[src/rtl/wb_pkg.sv]
// Shared writeback types: format enum, buffered entry and load formatter.
package wb_pkg;

    localparam int WB_XLEN = 32;
    localparam int WB_OFFW = $clog2(WB_XLEN / 8);

    typedef enum logic [2:0] {
        WB_PASS,
        WB_LB,
        WB_LBU,
        WB_LH,
        WB_LHU,
        WB_LW,
        WB_LWU,
        WB_LD
    } wb_fmt_e;

    typedef struct packed {
        logic [4:0]         rd;
        logic [WB_XLEN-1:0] data;
        wb_fmt_e            fmt;
        logic [WB_OFFW-1:0] offset;
    } wb_entry_t;

    typedef struct packed {
        logic [WB_XLEN-1:0] data;
        logic               misaligned;
    } wb_res_t;

    function automatic wb_res_t wb_format(input wb_entry_t e);
        wb_res_t     r;
        logic [7:0]  b8;
        logic [15:0] h16;
        logic [31:0] w32;
        b8  = 8'(e.data >> {e.offset, 3'b000});
        h16 = 16'(e.data >> {e.offset, 3'b000});
        w32 = 32'(e.data >> {e.offset, 3'b000});
        r.data       = e.data;
        r.misaligned = 1'b0;
        case (e.fmt)
            WB_LB:  r.data = WB_XLEN'($signed(b8));
            WB_LBU: r.data = WB_XLEN'(b8);
            WB_LH, WB_LHU: begin
                if (e.offset[0]) begin
                    r.misaligned = 1'b1;
                end else if (e.fmt == WB_LH) begin
                    r.data = WB_XLEN'($signed(h16));
                end else begin
                    r.data = WB_XLEN'(h16);
                end
            end
            // On RV32 a word load is already the full register.
            WB_LW, WB_LWU: begin
                if (WB_XLEN == 64) begin
                    if (e.offset[1:0] != 2'b00) begin
                        r.misaligned = 1'b1;
                    end else if (e.fmt == WB_LW) begin
                        r.data = WB_XLEN'($signed(w32));
                    end else begin
                        r.data = WB_XLEN'(w32);
                    end
                end
            end
            default: ;
        endcase
        return r;
    endfunction

endpackage

[src/rtl/wb_fifo.sv]
// Small synchronous FIFO; an extra pointer bit separates full from empty.
module wb_fifo #(
    parameter int DEPTH = 2,
    parameter int WIDTH = 8
) (
    input  logic             clk_i,
    input  logic             rst_ni,
    input  logic             push_i,
    input  logic             pop_i,
    input  logic [WIDTH-1:0] din_i,
    output logic             full_o,
    output logic             empty_o,
    output logic [WIDTH-1:0] head_o
);

    localparam int AW = $clog2(DEPTH);

    logic [AW:0]      wr_q, wr_d;
    logic [AW:0]      rd_q, rd_d;
    logic [WIDTH-1:0] mem_q [DEPTH];
    logic             do_push;
    logic             do_pop;

    assign empty_o = (wr_q == rd_q);
    assign full_o  = (wr_q[AW] != rd_q[AW]) &&
                     (wr_q[AW-1:0] == rd_q[AW-1:0]);
    assign head_o  = mem_q[rd_q[AW-1:0]];
    assign do_push = push_i && !full_o;
    assign do_pop  = pop_i && !empty_o;
    assign wr_d    = do_push ? wr_q + 1'b1 : wr_q;
    assign rd_d    = do_pop ? rd_q + 1'b1 : rd_q;

    always_ff @(posedge clk_i or negedge rst_ni) begin
        if (!rst_ni) begin
            wr_q <= '0;
            rd_q <= '0;
        end else begin
            wr_q <= wr_d;
            rd_q <= rd_d;
        end
    end

    always_ff @(posedge clk_i) begin
        if (do_push) begin
            mem_q[wr_q[AW-1:0]] <= din_i;
        end
    end

endmodule

[src/rtl/wb_merge_unit.sv]
// Writeback merge: per-producer FIFOs, round-robin grant, load formatting
// and a single registered regfile write port.
module wb_merge_unit
    import wb_pkg::*;
#(
    parameter int NUM_SRC = 3,
    parameter int DEPTH   = 2,
    parameter int XLEN    = WB_XLEN
) (
    input  logic                              clk,
    input  logic                              rst,
    input  logic [NUM_SRC-1:0]                src_valid,
    output logic [NUM_SRC-1:0]                src_ready,
    input  logic [NUM_SRC-1:0][4:0]           src_rd,
    input  logic [NUM_SRC-1:0][XLEN-1:0]      src_data,
    input  logic [NUM_SRC-1:0][2:0]           src_fmt,
    input  logic [NUM_SRC-1:0][WB_OFFW-1:0]   src_offset,
    output logic [XLEN-1:0]                   regfile_in,
    output logic [4:0]                        dest,
    output logic                              load_regfile,
    output logic                              misalign_err,
    output logic [NUM_SRC-1:0]                pending
);

    localparam int RRW = (NUM_SRC > 1) ? $clog2(NUM_SRC) : 1;
    localparam int EW  = $bits(wb_entry_t);

    logic [NUM_SRC-1:0]      full;
    logic [NUM_SRC-1:0]      empty;
    logic [NUM_SRC-1:0]      push;
    logic [NUM_SRC-1:0]      pop;
    wb_entry_t [NUM_SRC-1:0] head;

    logic [RRW-1:0]  rr_q, rr_d;
    logic            gnt_valid;
    logic [RRW-1:0]  gnt_idx;
    wb_entry_t       sel;
    wb_res_t         res;
    logic            rd_nz;

    logic            load_q;
    logic            mis_q;
    logic [4:0]      dest_q;
    logic [XLEN-1:0] data_q;

    assign src_ready = ~full;
    assign push      = src_valid & ~full;
    assign pending   = ~empty;

    for (genvar i = 0; i < NUM_SRC; i++) begin : g_ch
        wb_entry_t in_e;
        assign in_e = '{rd: src_rd[i], data: src_data[i],
                        fmt: wb_fmt_e'(src_fmt[i]),
                        offset: src_offset[i]};
        wb_fifo #(
            .DEPTH(DEPTH),
            .WIDTH(EW)
        ) u_fifo (
            .clk_i  (clk),
            .rst_ni (rst),
            .push_i (push[i]),
            .pop_i  (pop[i]),
            .din_i  (in_e),
            .full_o (full[i]),
            .empty_o(empty[i]),
            .head_o (head[i])
        );
    end

    // First non-empty channel at or after rr, wrapping.
    always_comb begin
        int j;
        j         = 0;
        gnt_valid = 1'b0;
        gnt_idx   = '0;
        for (int k = 0; k < NUM_SRC; k++) begin
            j = (int'(rr_q) + k) % NUM_SRC;
            if (!gnt_valid && !empty[j]) begin
                gnt_valid = 1'b1;
                gnt_idx   = RRW'(j);
            end
        end
    end

    always_comb begin
        pop = '0;
        if (gnt_valid) begin
            pop[gnt_idx] = 1'b1;
        end
    end

    assign sel   = head[gnt_idx];
    assign res   = wb_format(sel);
    assign rd_nz = (sel.rd != 5'd0);

    always_comb begin
        rr_d = rr_q;
        if (gnt_valid) begin
            rr_d = (gnt_idx == RRW'(NUM_SRC - 1)) ? '0 : gnt_idx + 1'b1;
        end
    end

    always_ff @(posedge clk or negedge rst) begin
        if (!rst) begin
            rr_q   <= '0;
            load_q <= 1'b0;
            mis_q  <= 1'b0;
            dest_q <= '0;
            data_q <= '0;
        end else begin
            rr_q   <= rr_d;
            load_q <= gnt_valid && rd_nz;
            mis_q  <= gnt_valid && res.misaligned;
            if (gnt_valid) begin
                dest_q <= sel.rd;
                data_q <= rd_nz ? res.data : '0;
            end
        end
    end

`ifndef SYNTHESIS
    always_comb begin
        if (gnt_valid && WB_XLEN == 32 &&
            (sel.fmt == WB_LWU || sel.fmt == WB_LD)) begin
            $error("wb_merge_unit: fmt %0d not legal on RV32", sel.fmt);
        end
    end
`endif

    assign load_regfile = load_q;
    assign misalign_err = mis_q;
    assign dest         = dest_q;
    assign regfile_in   = data_q;

endmodule

[config.mk]
export PLATFORM = sky130hd
export DESIGN_NAME = wb_merge_unit
export DESIGN_NICKNAME = d
export VERILOG_FILES = /design/src/rtl/wb_pkg.sv /design/src/rtl/wb_fifo.sv /design/src/rtl/wb_merge_unit.sv
export SDC_FILE = /design/constraint.sdc
export NUM_CORES = 1
export LEC_CHECK = 0
export ABC_AREA = 1
export BUFFER_PORTS_ARGS = -buffer_cell sky130_fd_sc_hd__buf_2
export CAP_MARGIN = 20
export CORE_UTILIZATION = 40
export CTS_CLUSTER_SIZE = 30
export DETAILED_ROUTE_END_ITERATION = 6
export PLACE_DENSITY = 0.67
export SKIP_LAST_GASP = 1
export SLEW_MARGIN = 20
export SYNTH_ARGS = -nofsm -noshare
export SYNTH_HDL_FRONTEND = slang
export SYNTH_HIERARCHICAL = 1
export SYNTH_SLANG_ARGS = --single-unit
[constraint.sdc]
create_clock -name clk -period 6.56 [get_ports clk]
set_clock_uncertainty 0.2 [all_clocks]
set_input_delay 0.984 -clock clk [delete_from_list [all_inputs] [get_ports clk]]
set_output_delay 0.984 -clock clk [all_outputs]
set_load 0.02 [all_outputs]
; After elaboration in Yosys (flattened, before gate mapping)
; Memories as Yosys holds them, arrays and structs flattened.
; Cells that the tools add are included.
[totals]
reg_bits = 53
latchBits = 0
mem_bits_rw = 252
rom_bits = 0
inputBits = 131
out_inout_bits = 45
mem_count = 3
[classes]
add_sub_neg = 9
n_mul = 0
div = 3
n_lt_le_gt_ge = 5
n_eq_ne = 14
n_shift = 1
muxes = 33
n_bitwise = 3
reduce_logical = 25
[memory_table]
columns = memory, words, word_bits, rd, rd_ports_with_merged_regs, write_ports, line
row1 = g_ch[0].u_fifo.mem_q, 2, 42, 1, 0, 1, wb_fifo.sv:20  ; logic [WIDTH-1:0] mem_q [DEPTH];
row2 = g_ch[1].u_fifo.mem_q, 2, 42, 1, 0, 1, wb_fifo.sv:20
row3 = g_ch[2].u_fifo.mem_q, 2, 42, 1, 0, 1, wb_fifo.sv:20
[op_table]
columns = operator, n
row1 = $lt A32 B4 Y1 const B, 3
row2 = $mux W32, 3
row3 = $pmux W32 S3, 1
row4 = $bmux W42 S2, 1
row5 = $mod A32 B3 Y32 const B, 2
row6 = $mux W42, 1
row7 = $mod A3 B3 Y32 const B, 1
row8 = $shr A32 B5 Y16, 1
row9 = $mux W1, 18
row10 = $add A2 B1 Y2 const B, 7
row11 = $logic_and A1 B1 Y1, 14
row12 = $logic_not A1 Y1, 9
row13 = $mux W2, 4
row14 = $bmux W1 S2, 3
row15 = $eq A2 B2 Y1, 3
row16 = $eq A3 B2 Y1 const B, 2
row17 = $not A3 Y3, 2
row18 = $reduce_bool A5 Y1, 1
row19 = $add A2 B1 Y3 const B, 1
row20 = $add A2 B2 Y3 const B, 1
row21 = $and A3 B3 Y3, 1
row22 = $eq A1 B1 Y1, 3
row23 = $eq A3 B1 Y1 const B, 1
row24 = $eq A3 B3 Y1 const B, 1
row25 = other kinds (7), 9

; Longest topological paths before layout
; Gate-level depths: netlist (run 1).
[logic_depth]
depth_word = 18
ltp_mapped = 27

; Hierarchy
; The synthesis (run 1) kept the hierarchy.
[modules_own_cells]
columns = module, instances, cells_per_inst, area_each_um2
row1 = wb_fifo, 3, 260, 3320.7
row2 = wb_merge_unit, 1, 762, 4419.2

; Worst setup path before layout (run 1)
; No wires, ideal clock.
[synth_path]
path_kind = reg-to-reg
from = reg g_ch[1].u_fifo.rd_q[0]
to = reg data_q[21] (netlist: regfile_in[21])
setup_ns = 0.116
arrival_ns = 2.737
required_time_ns = 6.244
path_slack_ns = 3.506
path_stages_with_launch = 24
cell_sequence = dfrtp_1 > buf_6 > nand2_1 > nand2_4 > nand2_2 > inv_1 > inv_1 > nand2_1 > nand3_4 > nand2_8 > nand3_2 > nand2_2 > nor2_8 > buf_6 > nand3b_2 > nand3_2 > nand3_1 > nand2_2 > nor2_8 > a21oi_4 > buf_6 > nand2_1 > nand2_1 > nand2_1
[synth_between]
elab_chain_cells = 17
elab_cells_between_ends = 35
[synth_rtl]
columns = element, line
row1 = start: declaration, wb_fifo.sv:19  ; logic [AW:0] rd_q, rd_d;
row2 = start signal: assignment, wb_fifo.sv:39  ; rd_q <= rd_d;
row3 = $eq A2 B2 Y1 *, wb_fifo.sv:24  ; assign empty_o = (wr_q == rd_q);
row4 = named net empty[1], wb_merge_unit.sv:29  ; logic [NUM_SRC-1:0] empty;
row5 = $bmux W1 S2, wb_merge_unit.sv:78  ; if (!gnt_valid && !empty[j]) begin
row6 = $mux W1 (not written as such) (2 in a row), wb_merge_unit.sv:78
row7 = $logic_not A1 Y1, wb_merge_unit.sv:78
row8 = $logic_and A1 B1 Y1, wb_merge_unit.sv:78
row9 = $mux W1, wb_merge_unit.sv:78
row10 = $logic_not A1 Y1, wb_merge_unit.sv:78
row11 = $logic_and A1 B1 Y1, wb_merge_unit.sv:78
row12 = $mux W2, wb_merge_unit.sv:78
row13 = $bmux W42 S2, wb_merge_unit.sv:92  ; assign sel = head[gnt_idx];
row14 = $mux W42 (not written as such), wb_merge_unit.sv:92
row15 = $shr A32 B5 Y16 / $eq A3 B2 Y1 (equally long branches), -
row16 = $mux W32, wb_pkg.sv:46  ; end else if (e.fmt == WB_LH) begin
row17 = $mux W32, wb_pkg.sv:44  ; if (e.offset[0]) begin
row18 = $pmux W32 S3, wb_pkg.sv:40  ; case (e.fmt)
row19 = $mux W32, wb_merge_unit.sv:116  ; data_q <= rd_nz ? res.data : '0;
row20 = end signal: assignment, wb_merge_unit.sv:116
row21 = end: declaration, wb_merge_unit.sv:44  ; logic [XLEN-1:0] data_q;
; Mark *: on every way through the listed nets, which the timed path passes. The rest lies on a longest branch. The select of a mux whose other input is x is not followed.
; A chain may end at the register's enable or synchronous reset.

; Final worst setup path (run 1)
[layout_path]
from = reg g_ch[2].u_fifo.rd_q[0]
to = reg data_q[10] (netlist: regfile_in[10])
[layout_between]
elab_chain_cells = 17
elab_cells_between_ends = 35
[layout_rtl]
columns = element, line
row1 = start: declaration, wb_fifo.sv:19
row2 = start signal: assignment, wb_fifo.sv:39
row3 = $eq A2 B2 Y1 *, wb_fifo.sv:24
row4 = named net empty[2], wb_merge_unit.sv:29
row5 = $bmux W1 S2, wb_merge_unit.sv:78
row6 = $mux W1 (not written as such) (2 in a row), wb_merge_unit.sv:78
row7 = $logic_not A1 Y1, wb_merge_unit.sv:78
row8 = $logic_and A1 B1 Y1, wb_merge_unit.sv:78
row9 = $mux W1, wb_merge_unit.sv:78
row10 = $logic_not A1 Y1, wb_merge_unit.sv:78
row11 = $logic_and A1 B1 Y1, wb_merge_unit.sv:78
row12 = $mux W2, wb_merge_unit.sv:78
row13 = $bmux W42 S2, wb_merge_unit.sv:92
row14 = $mux W42 (not written as such), wb_merge_unit.sv:92
row15 = $shr A32 B5 Y16, -
row16 = $mux W32, wb_pkg.sv:46
row17 = $mux W32, wb_pkg.sv:44
row18 = $pmux W32 S3, wb_pkg.sv:40
row19 = $mux W32, wb_merge_unit.sv:116
; Marks and branches as above.

==> reports/results.ini, run 1 <==
[logic_synthesis]
yosysUniqueCellTypes=36
synth_compound_area_share_pct=2.61
synth_top_family_by_area=simple AND/OR/NAND/NOR gates
synthAdderAreaFrac_pct=0.348
synth_area_um2=14400
syn_avg_cell_area_um2=9.33
synthXorXnorAreaFrac_pct=0.183
ys_ff_latch=305
muxShareOfSynthArea_pct=0
syn_inst=1542
yosys_warnings=6
synthSimpleGateAreaFrac_pct=29.6
seq_area_frac_synth_pct=61.8
synth_nets=1677

[routing]
ant_nets=0
wire_per_inst_um=17.7
drtPass1Iterations=5
drc=0
vias_per_cell=4.91
num_vias=10800
drtIter0Drc=927
wl_um=38800

[clocking]
path_clk_slew_ns=0.06
clock_sinks=305
cts_resized=0
clk_path_buf_depth=3
h-tree-depth=2
cts_hold_buffers=0
clk_latency_ns=0.53
cts_tree=built
cts_buffers=34
cts-root-buf=clkbuf_16
cts_setup_buffers=0

[timing]
finalMaxSlewViolations=0
setup_tns_ns=0
whs_ns=0.272
max_slew_margin_pct=36.7
min_period_over_period_pct=71.5
fmax_ghz=0.213
worst_slew_pin_slew_ns=0.949
fin_crit_ns=4.69
fin_ws_ns=1.87
rsz0062_at_grt=no
hold_viol=0
setup_violations=0

[layout]
syn2layout_area_growth_pct=16.1
nFillCells=3295
final_nets=1841
drive_gt1_share_pct=18.4
antenna_cells=0
layout.cells.non_filler=2193

[status]
run_status=completed

[place]
pre_cts_ws_ns=1.90
dp_hpwl_um=27400
gp_congestion=0.966
dpl.cell_count=2131
portBuffers=175

[global_routing]
antenna_found_initial=0
grt_max_degree=54
grt_pass1_wl_um=59100
grt_pass1_vias=10300
grt.total_usage_pct=21.4
grt_overflow=0

[floorplanning]
dieArea_um2=36700
coreArea_um2=35500
ios=176
initial_core_util_pct=40.5
fp.dieH_um=192
die_w_um=192
num_rows=69

[critical_path]
worstPathRequired_ns=6.83
arrival_ns=4.95
start_kind=flip-flop
endpoint_kind=flip-flop
critPathMaxFanout=45
worstSetupPathType=flip-flop to flip-flop

[flow_run]
maxCapViolCount=0

[min_path]
min-delay-path-class=flip-flop to flip-flop

==> sequential cells by signal, indices dropped and copies added (netlist names) <==
register,count
dest,5
g_ch.u_fifo/mem_q,252
g_ch.u_fifo/rd_q,6
g_ch.u_fifo/wr_q,6
load_regfile,1
misalign_err,1
regfile_in,32
rr_q,2
==> cell usage in the layout, fill, tap and decap left out, types with 11 or more instances in the layout <==
| cell type | netlist | layout |
|---|---|---|
| inv_2 | 11 | 11 |
| nand2_2 | 18 | 18 |
| nand3_1 | 76 | 76 |
| clkbuf_16 | 0 | 35 |
| o21ai_0 | 53 | 53 |
| nor2_1 | 35 | 34 |
| nand2_4 | 13 | 13 |
| nand2_1 | 806 | 806 |
| inv_1 | 94 | 92 |
| dfrtp_1 | 53 | 53 |
| edfxtp_1 | 252 | 252 |
| nand3_2 | 12 | 12 |
| buf_4 | 3 | 13 |
| buf_2 | 34 | 175 |
==> kinds of logic (layout without fill, tap and decap cells) <==
| group | after synthesis | after routing |
|---|---|---|
| AO/OA/AOI/OAI | 69 | 69 |
| buffers and inverters | 169 | 359 |
| adder cells (fa/ha/maj) | 4 | 4 |
| flip-flops | 305 | 305 |
| AND/OR/NAND/NOR | 992 | 992 |
| XOR/XNOR | 3 | 3 |
==> final timing paths <==
kind                                                         start                                  to  slack, ns  cells past startpoint
worst max-delay path            g_ch[2].u_fifo/rd_q[0]$_DFFE_PN0P_          regfile_in[10]$_DFFE_PN0P_       1.87                     20
worst min-delay path                    regfile_in[22]$_DFFE_PN0P_          regfile_in[22]$_DFFE_PN0P_       0.27                      2
worst max register to register  g_ch[2].u_fifo/rd_q[0]$_DFFE_PN0P_          regfile_in[10]$_DFFE_PN0P_       1.87                     20
worst min register to register          regfile_in[22]$_DFFE_PN0P_          regfile_in[22]$_DFFE_PN0P_       0.27                      2
max in group asynchronous                                      rst  g_ch[0].u_fifo/rd_q[1]$_DFFE_PN0P_       5.23                      2
min in group asynchronous                                      rst              misalign_err$_DFF_PN0_       0.42                      2
==> worst max-delay path, stage by stage, from the launching register on <==
cell and delay (ns):
dfrtp_1 0.39, buf_4 0.47, nand2_1 0.18, nand2_4 0.13, nand2_2 0.08, inv_1 0.14
inv_2 0.09, o21ai_4 0.21, nand2_2 0.14, nand3_2 0.12, nor2_1 0.06, nor2_2 0.57
nand2_1 0.26, nor2_1 0.15, nor2_1 0.07, nand3_1 0.08, nor2_1 0.07, nor2_2 0.62
buf_4 0.35, nand3_1 0.14, nand2_1 0.08
==> cell usage after synthesis <==
library cell / number / share of area (%)
nand2_1: 806 / 21
edfxtp_1: 252 / 53
inv_1: 94 / 2.5
nand3_1: 76 / 2.6
dfrtp_1: 53 / 9.2
o21ai_0: 53 / 1.8
nor2_1: 35 / 0.91
buf_2: 34 / 1.2
nand2_2: 18 / 0.78
nand2_4: 13 / 1.0
nand3_2: 12 / 0.84
inv_2: 11 / 0.29
buf_6: 10 / 0.78
clkbuf_1: 10 / 0.26
o21ai_1: 10 / 0.35
nand3b_1: 9 / 0.47
nor2_2: 7 / 0.30
ha_1: 4 / 0.35
inv_4: 4 / 0.17
nor2_4: 4 / 0.31
nor2_8: 4 / 0.56
buf_4: 3 / 0.16
xor2_1: 3 / 0.18
a21oi_1: 2 / 0.070
clkbuf_2: 2 / 0.070
nand2_8: 2 / 0.28
nand4_1: 2 / 0.087
a21oi_2: 1 / 0.061
a21oi_4: 1 / 0.11
buf_1: 1 / 0.026
nand3_4: 1 / 0.12
nand3b_2: 1 / 0.078
nand4_4: 1 / 0.15
nor3_1: 1 / 0.035
o21ai_4: 1 / 0.11
o32ai_1: 1 / 0.061
==> layer usage <==
layer	track usage [%]	vias up	wire [um]
met4	7.11	0	1060
met5	0	-	0
met3	2.78	60	2420
met2	35.1	359	18400
li1	-	5296	-
met1	29.3	5053	16900
==> area by class of cell <==
type | count | area, um2 | area share, %
Clock buffer | 42 | 902 | 5.41
Clock inverter | 20 | 210 | 1.26
Inverter | 109 | 419 | 2.51
Multi-Input combinational cell | 1068 | 4710 | 28.2
Sequential cell | 305 | 8890 | 53.3
Tap cell | 461 | 577 | 3.46
Timing Repair Buffer | 188 | 973 | 5.83
==> metrics by stage <==
stage          area [um2]  utilization, %
2_1_floorplan       14400               -
3_3_place_gp        15600            43.9
3_5_place_dp        15600            43.9
4_1_cts             16700            47.0
5_1_grt             16700            47.0
6_report            16700            47.0
Power of run 1 is not shown: default switching activity piles up to over one toggle a cycle in this logic, so the estimate is an artifact.
==> run 2: changes to the inputs <==
==> constraint.sdc (replaced) <==
create_clock -name clk -period 4.76 [get_ports clk]
set_clock_uncertainty 0.2 [all_clocks]
set_input_delay 0.714 -clock clk [delete_from_list [all_inputs] [get_ports clk]]
set_output_delay 0.714 -clock clk [all_outputs]
set_load 0.02 [all_outputs]
==> run 2 against run 1 <==
- critical path depth up 2
- routed wire length shrank 1.2%
- critical path type unchanged
- final cell count rose by 0.14%
- flip-flop and latch count is the same
- core utilization shrank 0.18 points
- via count is essentially flat
- non-clock buffer count is 7 higher
- largest cell class unchanged
- highest routed layer unchanged
==> reports/results.ini, run 2 (synthesized netlist as in run 1, its figures left out) <==
[routing]
ant_nets=0  ; unchanged
wl_um=38300  ; -1.2%
wire_per_inst_um=17.4  ; -1.3%
drtIter0Drc=793  ; -14%
drtPass1Iterations=5  ; unchanged
vias_per_cell=4.90  ; -0.19%
num_vias=10800  ; -0.056%
drc=0  ; unchanged

[layout]
mostFrequentLayoutCells=806 x nand2_1, 252 x edfxtp_1, 175 x buf_2
layout.cells.non_filler=2196  ; +0.14%
final_nets=1845  ; +0.22%
largest_reg_flops=252  ; unchanged
drive_gt1_share_pct=18.5  ; +0.094 points
final_common_cell=nand2_1
syn2layout_area_growth_pct=15.6

[place]
dp_hpwl_um=27300  ; about the same
portBuffers=175  ; unchanged
dpl.cell_count=2138  ; +0.33%
gp_congestion=0.902  ; -6.6%

[timing]
setup_violations=0  ; unchanged
setup_tns_ns=0  ; unchanged
min_period_over_period_pct=81.7  ; +10 points
fmax_ghz=0.257  ; +21%
fin_crit_ns=3.89  ; -0.799 ns
rsz0062_at_grt=no
finalMaxSlewViolations=0  ; unchanged
worst_slew_pin_slew_ns=1.03  ; +0.0778 ns
hold_viol=0  ; unchanged
max_slew_margin_pct=31.1  ; -5.5 points

[floorplanning]
coreArea_um2=35500  ; unchanged
num_rows=69  ; unchanged
dieArea_um2=36700  ; unchanged
fp.dieH_um=192  ; unchanged
initial_core_util_pct=40.5  ; unchanged
die_w_um=192  ; unchanged
ios=176  ; unchanged

[clocking]
cts_hold_buffers=0  ; unchanged
clk_path_buf_depth=3  ; unchanged
cts_buffers=31  ; -8.8%
path_clk_slew_ns=0.06  ; about the same
cts_tree=built
h-tree-depth=1  ; -1
clock_sinks=305  ; unchanged
cts_resized=0  ; unchanged
clk_latency_ns=0.55  ; +0.02 ns
cts-root-buf=clkbuf_16
cts_setup_buffers=0  ; unchanged

[critical_path]
path_delay_family=simple AND/OR/NAND/NOR gates
arrival_ns=4.13  ; -0.82 ns
r2r-end=regfile_in[23]$_DFFE_PN0P_
cp.depth=22  ; +10%
start_kind=flip-flop
endpoint_kind=flip-flop
timing.reg2reg.worst_path_depth=22  ; +10%
worstSetupPathType=flip-flop to flip-flop
cpPeakStageDelay_ns=0.42  ; -0.20 ns
r2r-start=g_ch[2].u_fifo/rd_q[1]$_DFFE_PN0P_
critPathBufInv=4  ; unchanged
critPathMaxFanout=33  ; -27%
crit_chain=inv_1, nand2_1, nand2_1, nand2_2, inv_1, inv_2, nor2_1, nand2_1, nand2_8, nand3_2, nand2_2, nor2_8, buf_4, nand3b_2, nand3_2, nand3_1, nand2_2, nor2_8, a21oi_4, nand2_1, nand2_1, nand2_1
cp_common_cell=nand2_1
worstPathRequired_ns=5.00  ; -1.83 ns
slowest_stage=dfrtp_1
r2r_slack_ns=0.87  ; -1.00 ns

[min_path]
min-delay-path-class=input port to asynchronous set/reset pin

[global_routing]
antenna_found_initial=1  ; +1
grt_overflow=0  ; unchanged
grt_pass1_wl_um=58400  ; -1.1%
grt_pass1_vias=10300  ; +0.039%
grt_max_degree=54  ; unchanged
grt.total_usage_pct=21.0  ; -0.36 points

[flow_run]
maxCapViolCount=0  ; unchanged

[status]
run_status=completed

[run 2: cell types whose count changed in the layout (fill, tap and decap cells not counted), sizes merged]
cell,previous run,this run
buf,188,195
clkinvlp,2,0
clkbuf,42,41
diode,0,1
inv,109,107
[run 2: worst max-delay path by stage]
stage	start	endpoint	slack, ns
after floorplan	g_ch[1].u_fifo/rd_q[0]$_DFFE_PN0P_	regfile_in[21]$_DFFE_PN0P_	1.71
after global placement	rr_q[0]$_DFFE_PN0P_	regfile_in[2]$_DFFE_PN0P_	1.06
after detailed placement	g_ch[2].u_fifo/rd_q[1]$_DFFE_PN0P_	regfile_in[24]$_DFFE_PN0P_	0.96
after CTS	g_ch[2].u_fifo/rd_q[1]$_DFFE_PN0P_	regfile_in[24]$_DFFE_PN0P_	0.94
after global routing	g_ch[2].u_fifo/rd_q[1]$_DFFE_PN0P_	regfile_in[24]$_DFFE_PN0P_	0.49
final	g_ch[2].u_fifo/rd_q[1]$_DFFE_PN0P_	regfile_in[23]$_DFFE_PN0P_	0.87
[run 2: layout make-up]
| type | instances | area [um2] |
|---|---|---|
| clock inverters | 16 | 148 |
| clock buffers | 41 | 845 |
| fillers | 3383 | 18900 |
| inverters | 109 | 419 |
| well taps | 461 | 577 |
| multi-input cells | 1068 | 4710 |
| diodes | 1 | 2.50 |
| flip-flops and latches | 305 | 8890 |
| repair buffers | 195 | 1030 |
[run 2: layer usage]
layer / GRT usage (%) / vias up / wire [um]
met2: 34.8 / 309 / 18200
met5: 0 / - / 0
met4: 5.89 / 0 / 892
li1: - / 5292 / -
met3: 2.43 / 59 / 2170
met1: 29.2 / 5102 / 17000
[run 2: per-stage QoR]
stage,hold slack [ns],cell area (um2),setup WS [ns],util (%)
4_1_cts,0.118,16600,0.937,46.8
6_report,0.126,16600,0.872,46.9
3_5_place_dp,0.261,15600,0.958,44.0
3_3_place_gp,0.265,15600,1.06,44.0
5_1_grt,0.124,16600,0.485,46.9
2_1_floorplan,0.218,14400,1.71,-
Power of run 2 is left out for the same reason.
==> run 3: changes to the inputs <==
==> constraint.sdc (replaced) <==
create_clock -name clk -period 3.66 [get_ports clk]
set_clock_uncertainty 0.2 [all_clocks]
set_input_delay 0.549 -clock clk [delete_from_list [all_inputs] [get_ports clk]]
set_output_delay 0.549 -clock clk [all_outputs]
set_load 0.02 [all_outputs]
==> run 3 against run 2 <==
- critical path depth grew 2
- critical endpoint is now regfile_in[24]$_DFFE_PN0P_
- final area is 7.4% higher
- core utilization increased by 3.4 points
- routed wire length is 2.9% higher
- sequential share of layout area shrank 3.6 points
- highest routed layer unchanged
- final cell count increased by 5.5%
- flip-flop and latch count stayed put
- critical path type unchanged
==> reports/results.ini, run 3 (synthesized netlist as in run 1, its figures left out) <==
[timing]
max_slew_margin_pct=54.1  ; +23 points
hold_viol=0  ; unchanged
worst_slew_pin_slew_ns=0.688  ; -0.339 ns
setup_violations=0  ; unchanged
fmax_ghz=0.288  ; +12%
rsz0062_at_grt=yes
setup_tns_ns=0  ; unchanged
min_period_over_period_pct=94.7  ; +13 points
finalMaxSlewViolations=0  ; unchanged
fin_crit_ns=3.47  ; -0.421 ns

[floorplanning]
coreArea_um2=35500  ; unchanged
fp.dieH_um=192  ; unchanged
ios=176  ; unchanged
die_w_um=192  ; unchanged
num_rows=69  ; unchanged
dieArea_um2=36700  ; unchanged
initial_core_util_pct=40.5  ; unchanged

[global_routing]
grt.total_usage_pct=21.6  ; +0.60 points
grt_pass1_wl_um=60400  ; +3.4%
grt_max_degree=45  ; -17%
grt_pass1_vias=10800  ; +4.7%
antenna_found_initial=0  ; -1
grt_overflow=0  ; unchanged

[critical_path]
endpoint=regfile_in[24]$_DFFE_PN0P_
arrival_ns=3.68  ; -0.45 ns
timing.reg2reg.worst_path_depth=24  ; +9.1%
critPathMaxFanout=13  ; -61%
worstPathRequired_ns=3.87  ; -1.13 ns
worstSetupPathType=flip-flop to flip-flop
endpoint_kind=flip-flop
r2r_slack_ns=0.19  ; -0.68 ns
r2r-start=g_ch[2].u_fifo/wr_q[0]$_DFFE_PN0P_
crit_start=g_ch[2].u_fifo/wr_q[0]$_DFFE_PN0P_
start_kind=flip-flop
r2r-end=regfile_in[24]$_DFFE_PN0P_

[routing]
num_vias=11200  ; +4.0%
routed-wl-met2_um=18400  ; +1.3%
vias_per_cell=4.83  ; -1.4%
wl_um=39400  ; +2.9%
route.met3.wl_um=2490  ; +15%
drtIter0Drc=923  ; +16%
ant_nets=0  ; unchanged
highest_layer=met4
drtPass1Iterations=5  ; unchanged
wl_met1_um=17500  ; +2.8%
wire_per_inst_um=17.0  ; -2.5%
drc=0  ; unchanged

[layout]
drive_gt1_share_pct=22.2  ; +3.6 points
largest_reg_flops=252  ; unchanged
nFillCells=3294  ; -2.6%
final_nets=1964  ; +6.4%
syn2layout_area_growth_pct=24.1
mostFrequentLayoutCells=802 x nand2_1, 252 x edfxtp_1, 175 x buf_2
final_common_cell=nand2_1
antenna_cells=0  ; -1
fin_area_um2=17800  ; +7.4%

[place]
gp_congestion=0.922  ; +2.3%
dp_hpwl_um=27900  ; +1.9%
portBuffers=175  ; unchanged
placed_area_um2=16100  ; +3.0%

[clocking]
cts_buffers=34  ; +9.7%
clk_path_buf_depth=3  ; unchanged
cts-root-buf=clkbuf_16
path_clk_slew_ns=0.06  ; about the same
h-tree-depth=2  ; +1
cts_tree=built
clock_sinks=305  ; unchanged
clk_latency_ns=0.53  ; -0.02 ns

[min_path]
min-delay-path-class=input port to flip-flop
whs_path_depth=1

[status]
run_status=completed

[flow_run]
maxCapViolCount=0  ; unchanged

-- run 3: worst max-delay path, stage by stage, from the launching register on --
cell	delay (ns)
dfrtp_1	0.40
inv_1	0.10
nand2_2	0.07
nand2_4	0.06
nand2_2	0.05
inv_1	0.13
inv_2	0.06
nand2_1	0.12
nand3_4	0.11
nand2_4	0.13
nand3_2	0.09
buf_4	0.14
nor2_2	0.14
nor2_4	0.07
buf_4	0.14
nand3_1	0.06
nand2_1	0.05
nor2_1	0.14
nand3_1	0.10
nor2_1	0.42
nor2_2	0.26
nand2_1	0.14
inv_1	0.04
nand2_1	0.06
nand2_1	0.04
-- run 3: through the flow --
| step | hold WS [ns] | setup slack, ns | std cells | util (%) |
|---|---|---|---|---|
| 2_1_floorplan | 0.0534 | 0.606 | 1542 | - |
| 3_3_place_gp | 0.262 | 0.00959 | 2198 | 45.4 |
| 3_5_place_dp | 0.263 | -0.0894 | 2198 | 45.4 |
| 4_1_cts | 0.000258 | 0.00964 | 2300 | 49.7 |
| 5_1_grt | 0.00132 | -0.0120 | 2316 | 50.3 |
| 6_report | 0.0172 | 0.193 | 2316 | 50.3 |
-- run 3: how the worst min path moves through the flow --
| stage | to | slack (ns) | from |
|---|---|---|---|
| 3_5_place_dp | regfile_in[30]$_DFFE_PN0P_ | 0.26 | regfile_in[30]$_DFFE_PN0P_ |
| 2_1_floorplan | dest[0]$_DFFE_PN0P_ | 0.05 | rst |
| 6_report | g_ch[2].u_fifo/mem_q[0][39]$_DFFE_PP_ | 0.02 | src_rd[12] |
| 3_3_place_gp | regfile_in[1]$_DFFE_PN0P_ | 0.26 | regfile_in[1]$_DFFE_PN0P_ |
| 5_1_grt | g_ch[2].u_fifo/mem_q[1][11]$_DFFE_PP_ | 0.001 | src_data[70] |
| 4_1_cts | g_ch[2].u_fifo/mem_q[0][31]$_DFFE_PP_ | 0.0003 | src_data[90] |
-- run 3: final cells by class --
cell class / count / area, um2 / share of cell area, %
Sequential cell: 305 / 8900 / 49.8
Timing Repair Buffer: 308 / 2030 / 11.4
Clock buffer: 41 / 940 / 5.26
Clock inverter: 21 / 166 / 0.932
Tap cell: 461 / 577 / 3.23
Multi-Input combinational cell: 1071 / 4810 / 27.0
Inverter: 109 / 419 / 2.35
-- run 3: layer usage --
| metal | GRT usage, % | vias to the layer above |
|---|---|---|
| met3 | 3.22 | 60 |
| met4 | 6.44 | 0 |
| li1 | - | 5536 |
| met5 | 0 | - |
| met2 | 35.0 | 347 |
| met1 | 30.1 | 5252 |
-- run 3: timing repair --
item                                    CTS  global route
cloned                                    0             3
hold buffers                             38             5
resized for setup                         1            32
hold endpoints to repair                 97             8
endpoints found under the setup margin   25            32
pin swaps                                 2             9
setup buffers                             3             8
Power of run 3 is left out for the same reason.
